**src/rtl/mine_reveal_sequencer.sv**
```systemverilog
// mine_reveal_sequencer
//
// Runs after game-over. It sweeps the board grid in row-major order and
// reads the mine map at each cell. For every mine it finds, it waits
// FRAMES_PER_STEP video frames and then issues one reveal write to the
// board-state RAM, so the mines appear on screen one at a time.
//
// Optional feature: define MINE_REVEAL_COUNT_EN to add the revealed_cnt
// output, which counts the writes accepted during the current sweep.
//
// Ports:
//   clk, rst_n      clock; asynchronous active-low reset
//   start           one-cycle pulse that begins a sweep (ignored while busy)
//   abort           synchronous cancel; takes priority over start
//   frame_tick      one-cycle pulse per video frame
//   rd_x, rd_y      mine-map read address (the current cursor)
//   rd_mine         mine flag for the address of the previous cycle
//   wr_req          reveal-write request, held until wr_ack
//   wr_x, wr_y      cell to reveal
//   wr_ack          write accepted in this cycle
//   busy            sweep in progress
//   done            sweep finished; held until the next start
//   revealed_cnt    (MINE_REVEAL_COUNT_EN only) accepted writes this sweep
module mine_reveal_sequencer #(
  parameter int GRID_W          = 16,
  parameter int GRID_H          = 16,
  parameter int FRAMES_PER_STEP = 4
) (
  input  logic        clk,
  input  logic        rst_n,
  input  logic        start,
  input  logic        abort,
  input  logic        frame_tick,
  output logic [5:0]  rd_x,
  output logic [5:0]  rd_y,
  input  logic        rd_mine,
  output logic        wr_req,
  output logic [5:0]  wr_x,
  output logic [5:0]  wr_y,
  input  logic        wr_ack,
  output logic        busy,
`ifdef MINE_REVEAL_COUNT_EN
  output logic [11:0] revealed_cnt,
`endif
  output logic        done
);

  typedef enum logic [2:0] {
    IDLE, READ, CHECK, WAIT_FRAME, WRITE, DONE
  } state_t;

  localparam int CNT_W = (FRAMES_PER_STEP < 1) ? 1 : $clog2(FRAMES_PER_STEP + 1);
  localparam logic [CNT_W-1:0] FRAME_TARGET = CNT_W'(FRAMES_PER_STEP);
  localparam logic [5:0] LAST_X = 6'(GRID_W - 1);
  localparam logic [5:0] LAST_Y = 6'(GRID_H - 1);

  state_t           state;
  state_t           state_next;
  logic [5:0]       cur_x;
  logic [5:0]       cur_y;
  logic [CNT_W-1:0] frame_cnt;
  logic [CNT_W-1:0] frame_cnt_inc;
  logic             last_cell;
  logic             start_ok;
  logic             wait_over;
  logic             advance;

  // The mine map is addressed straight from the cursor, so the flag for the
  // cell presented in READ arrives while the FSM sits in CHECK.
  assign rd_x = cur_x;
  assign rd_y = cur_y;

  assign busy   = (state != IDLE) && (state != DONE);
  assign done   = (state == DONE);
  assign wr_req = (state == WRITE);

  assign last_cell     = (cur_x == LAST_X) && (cur_y == LAST_Y);
  assign start_ok      = start && ((state == IDLE) || (state == DONE));
  assign frame_cnt_inc = frame_cnt + CNT_W'(1);
  assign wait_over     = frame_tick && (frame_cnt_inc == FRAME_TARGET);

  // Step to the next cell after an empty cell or an accepted write; the
  // last cell leaves the cursor in place since the sweep ends there.
  assign advance = !last_cell &&
                   (((state == CHECK) && !rd_mine) ||
                    ((state == WRITE) && wr_ack));

  always_ff @(posedge clk or negedge rst_n) begin
    if (!rst_n) begin
      state <= IDLE;
    end else begin
      state <= state_next;
    end
  end

  always_comb begin
    state_next = state;
    case (state)
      IDLE, DONE: begin
        if (start) state_next = READ;
      end
      READ: begin
        state_next = CHECK;
      end
      CHECK: begin
        if (rd_mine)        state_next = (FRAMES_PER_STEP == 0) ? WRITE : WAIT_FRAME;
        else if (last_cell) state_next = DONE;
        else                state_next = READ;
      end
      WAIT_FRAME: begin
        if (wait_over) state_next = WRITE;
      end
      WRITE: begin
        if (wr_ack) state_next = last_cell ? DONE : READ;
      end
      default: begin
        state_next = IDLE;
      end
    endcase
    if (abort) state_next = IDLE;
  end

  // Cursor, latched reveal coordinates and frame counter. The counter only
  // advances while already in WAIT_FRAME, so a tick in the cycle that
  // enters the wait is not counted.
  always_ff @(posedge clk or negedge rst_n) begin
    if (!rst_n) begin
      cur_x     <= '0;
      cur_y     <= '0;
      wr_x      <= '0;
      wr_y      <= '0;
      frame_cnt <= '0;
    end else if (!abort) begin
      if (start_ok) begin
        cur_x <= '0;
        cur_y <= '0;
      end
      if (advance) begin
        if (cur_x == LAST_X) begin
          cur_x <= '0;
          cur_y <= cur_y + 6'd1;
        end else begin
          cur_x <= cur_x + 6'd1;
        end
      end
      if ((state == CHECK) && rd_mine) begin
        wr_x      <= cur_x;
        wr_y      <= cur_y;
        frame_cnt <= '0;
      end
      if ((state == WAIT_FRAME) && frame_tick) begin
        frame_cnt <= frame_cnt_inc;
      end
    end
  end

`ifdef MINE_REVEAL_COUNT_EN
  always_ff @(posedge clk or negedge rst_n) begin
    if (!rst_n) begin
      revealed_cnt <= '0;
    end else if (abort || start_ok) begin
      revealed_cnt <= '0;
    end else if (wr_req && wr_ack) begin
      revealed_cnt <= revealed_cnt + 12'd1;
    end
  end
`endif

endmodule

```
**config.mk**
```make
export PLATFORM = sky130hd
export DESIGN_NAME = mine_reveal_sequencer
export DESIGN_NICKNAME = d
export VERILOG_FILES = /design/src/rtl/mine_reveal_sequencer.sv
export SDC_FILE = /design/constraint.sdc
export NUM_CORES = 1
export LEC_CHECK = 0
export ABC_CLOCK_PERIOD_IN_PS = 2000
export CORE_MARGIN = 2
export CORE_UTILIZATION = 45
export CTS_CLUSTER_DIAMETER = 40
export CTS_CLUSTER_SIZE = 30
export DETAILED_ROUTE_END_ITERATION = 10
export HOLD_SLACK_MARGIN = 0.06
export PLACE_DENSITY = 0.83
export SLEW_MARGIN = 20
export SYNTH_ARGS = -nofsm -noshare
export SYNTH_HDL_FRONTEND = slang
export SYNTH_SLANG_ARGS = --single-unit
```
**constraint.sdc**
```tcl
create_clock -name clk -period 2 [get_ports clk]
set_input_delay 0.4 -clock clk [delete_from_list [all_inputs] [get_ports clk]]
set_output_delay 0.4 -clock clk [all_outputs]
set_load 0.02 [all_outputs]
```
==> flow_metrics.py <==
metrics = {
    "run_status": {
        "status": "finished, final reports clean",
    },
    "worst_setup_path": {
        "critPathKind": "register to output port",
        "end_kind": "output port",
        "worstPathArrival_ns": 1.53,
        "slowest_stage": "dfrtp_2",
        "critPathLaunchType": "register",
        "cpPeakStageDelay_ns": 0.42,
        "required_ns": 1.60,
        "cp_max_fo": 8,
        "crit_path_cell_trace": "buf_4 -> xnor2_2 -> nand2b_1 -> clkdlybuf4s15_1",
    },
    "hold_path": {
        "min_path_type": "input port to asynchronous set/reset pin",
    },
    "clocking": {
        "clk_latency_ns": 0.33,
        "cts.sinks": 30,
        "cts_tree": "built",
        "cts_buffers": 5,
        "hold_buffers": 0,
        "clk_pin_slew_ns": 0.10,
        "h-tree-depth": 2,
        "clockBufferDepth": 2,
        "cts-root-buf": "clkbuf_4",
    },
    "die": {
        "num_rows": 21,
        "die_h_um": 63.24,
        "die_area_um2": 3999,
        "die_w_um": 63.24,
        "fp.coreArea_um2": 3363,
        "initial_utilization_pct": 46.95,
        "top_level_ports": 34,
    },
    "sta": {
        "hold_viol_final": 0,
        "fmax_ghz": 0.5185,
        "skew_ns": 0.01167,
        "fin_crit_ns": 1.929,
        "fin_ws_ns": 0.07121,
        "whs_ns": 0.4413,
        "slew_headroom_pct": 75.57,
        "fin_crit_sh_pct": 96.44,
        "slew_violations": 0,
        "worstMarginPinSlew_ns": 0.3651,
        "report.final.setup_viol": 0,
    },
    "synthesis": {
        "synth_flop_cell": "dfrtp_1",
        "ys_ff_latch": 30,
        "syn_avg_cell_area_um2": 10.39,
        "synth_top_family_by_area": "simple AND/OR/NAND/NOR gates",
        "synthArstFlopShare_pct": 100.0,
        "yosys.area_share.adder_pct": 3.170,
        "synth.cell_area_um2": 1579,
        "synth_compound_area_share_pct": 13.87,
        "yosysUniqueCellTypes": 41,
        "yosysTopAreaCell": "dfrtp_1",
        "synthCells": 152,
        "synth-xor-area-share_pct": 1.664,
        "synthesis.nets": 163,
        "synth-edff-count": 0,
        "ys_seq_area_share_pct": 47.54,
        "ys_top_cells_by_area": "dfrtp_1 (48%), mux2_2 (8.6%), o21ai_0 (4.8%)",
        "synth_top_area_share_pct": 47.54,
        "synthSimpleGateAreaFrac_pct": 20.36,
        "yosysWarnings": 0,
        "muxShareOfSynthArea_pct": 9.826,
    },
    "finish": {
        "multiInputGateArea_um2": 792.0,
        "synthToLayoutAreaGrowth_pct": 34.15,
        "mostFrequentLayoutCells": "clkdlybuf4s50_1 (30), dfrtp_1 (28), nor2_1 (17)",
        "final-seq-area_um2": 753.2,
        "layout_commonest_cell": "clkdlybuf4s50_1",
        "drive_gt1_share_pct": 22.89,
        "final_util_pct": 62.98,
        "num-fill-cells": 297,
        "antennaDiodeCount": 0,
        "nNetsFinal": 211,
    },
    "placement": {
        "gp_congestion": 0.8910,
        "dp_hpwl_mm": 2.688,
        "pre_cts_slack_ns": -0.1867,
        "port_buffers": 33,
    },
    "power_and_ir_drop": {
        "ir_drop_mv": 0.4624,
        "swShare_pct": 27.51,
        "pwr-share-seq_pct": 52.9,
        "pwr-share-clk_pct": 30.6,
        "combPwrFrac_pct": 16.5,
        "leakagePower_nw": 0.9178,
        "internal_power_uw": 904.7,
        "p_switching_uw": 343.3,
        "p_per_area_nw_per_um2": 589.1,
    },
    "global_routing": {
        "grt.total_usage_pct": 19.85,
        "grt_pass1_vias": 1351,
        "grt_max_degree": 31,
        "overflow": 0,
        "antenna_found_initial": 0,
        "grt_pass1_wl_mm": 6.223,
    },
    "routing": {
        "dr.pass1.iters": 6,
        "viasPerCell": 5.583,
        "drc_errors": 0,
        "wl_mm": 3.594,
        "ant_nets": 0,
        "dr_total_vias": 1379,
        "wire_per_inst_um": 14.55,
        "dr.first_iter.drc_count": 75,
    },
    "run": {
        "cap_violations": 0,
    },
}
## cell type report
class,instances,area share (%)
multi-input cells,110,37.39
clock inverters,1,0.2363
inverters,6,1.063
flip-flops and latches,30,35.56
repair buffers,47,20.44
well taps,46,2.717
clock buffers,7,2.599
## registers in the layout (all words and copies together), names as in the netlist
signal	cells
wr_y	6
wr_x	6
state	3
frame_cnt	3
rd_y	6
rd_x	6
## synthesized netlist by cell type (3+ instances only)
cell type,instances
nor3_1,4
nand3b_1,4
inv_1,6
mux2_2,12
and2_1,3
xnor2_1,3
nand3_1,5
o21ai_0,15
ha_1,4
nand2_1,7
a21oi_1,4
nor2_1,17
dfrtp_1,30
nand2b_1,3
## stage by stage
stage	instances	setup TNS [ns]	area, um2	power (mW)
2_1_floorplan	152	0	1579	0.7798
3_3_place_gp	237	-0.2891	2028	0.8664
3_5_place_dp	237	-1.094	2028	0.8774
4_1_cts	246	0	2095	1.252
5_1_grt	247	-0.001213	2118	1.320
6_report	247	0	2118	1.248
## power by group through the flow
stage / clock network, mW / logic, mW / registers (mW)
finish: 0.381 / 0.206 / 0.661
global route: 0.428 / 0.227 / 0.665
CTS: 0.388 / 0.204 / 0.660
detailed placement: 0 / 0.206 / 0.672
global placement: 0 / 0.198 / 0.669
floorplan: 0 / 0.0950 / 0.685
## final timing paths
path                                     startpoint                  endpoint  slack (ns)  depth (start not counted)
hold / removal                                rst_n      state[1]$_DFFE_PN0P_        0.44                          2
min in group clk           frame_cnt[2]$_DFFE_PN0P_  frame_cnt[2]$_DFFE_PN0P_        0.49                          2
hold reg to reg            frame_cnt[2]$_DFFE_PN0P_  frame_cnt[2]$_DFFE_PN0P_        0.49                          2
setup / recovery               state[2]$_DFFE_PN0P_                      busy        0.07                          4
max in group asynchronous                     rst_n      state[2]$_DFFE_PN0P_        1.26                          2
setup reg to reg               state[2]$_DFFE_PN0P_       rd_y[5]$_DFFE_PN0N_        0.10                          6
## layer usage
metal  share of wire [%]  global-route usage [%]  up-vias
met5                   0                       0        -
met4                 1.1                   5.707        0
met3                 5.8                   5.714        5
met2                  51                   34.31       48
met1                  42                   24.13      678
li1                    -                       -      648
## worst max-delay path: cells and delay by family, from the launching register on
kind                      cells  cell delay (ns)
xor gates and xnor gates      1             0.19
buffers and inverters         2             0.48
and+or+nand+nor               1             0.11
DFF                           1             0.42
## cells by family (layout without fill, tap and decap cells)
kind of cell	count (synthesis)	in the layout
buf+inv	12	61
xor+xnor	3	3
fa+ha+maj	4	4
compound gates	33	33
mux	14	14
simple gates	56	56
flops	30	30
## repair_timing
action / 4_1_cts / 5_1_grt
pin swaps: 0 / 0
cloned: 0 / 0
gates resized for setup: 5 / 5
setup buffers: 1 / 1
endpoints found under the setup margin: 3 / 6
No activity file was read; power rests on OpenSTA's default activity.
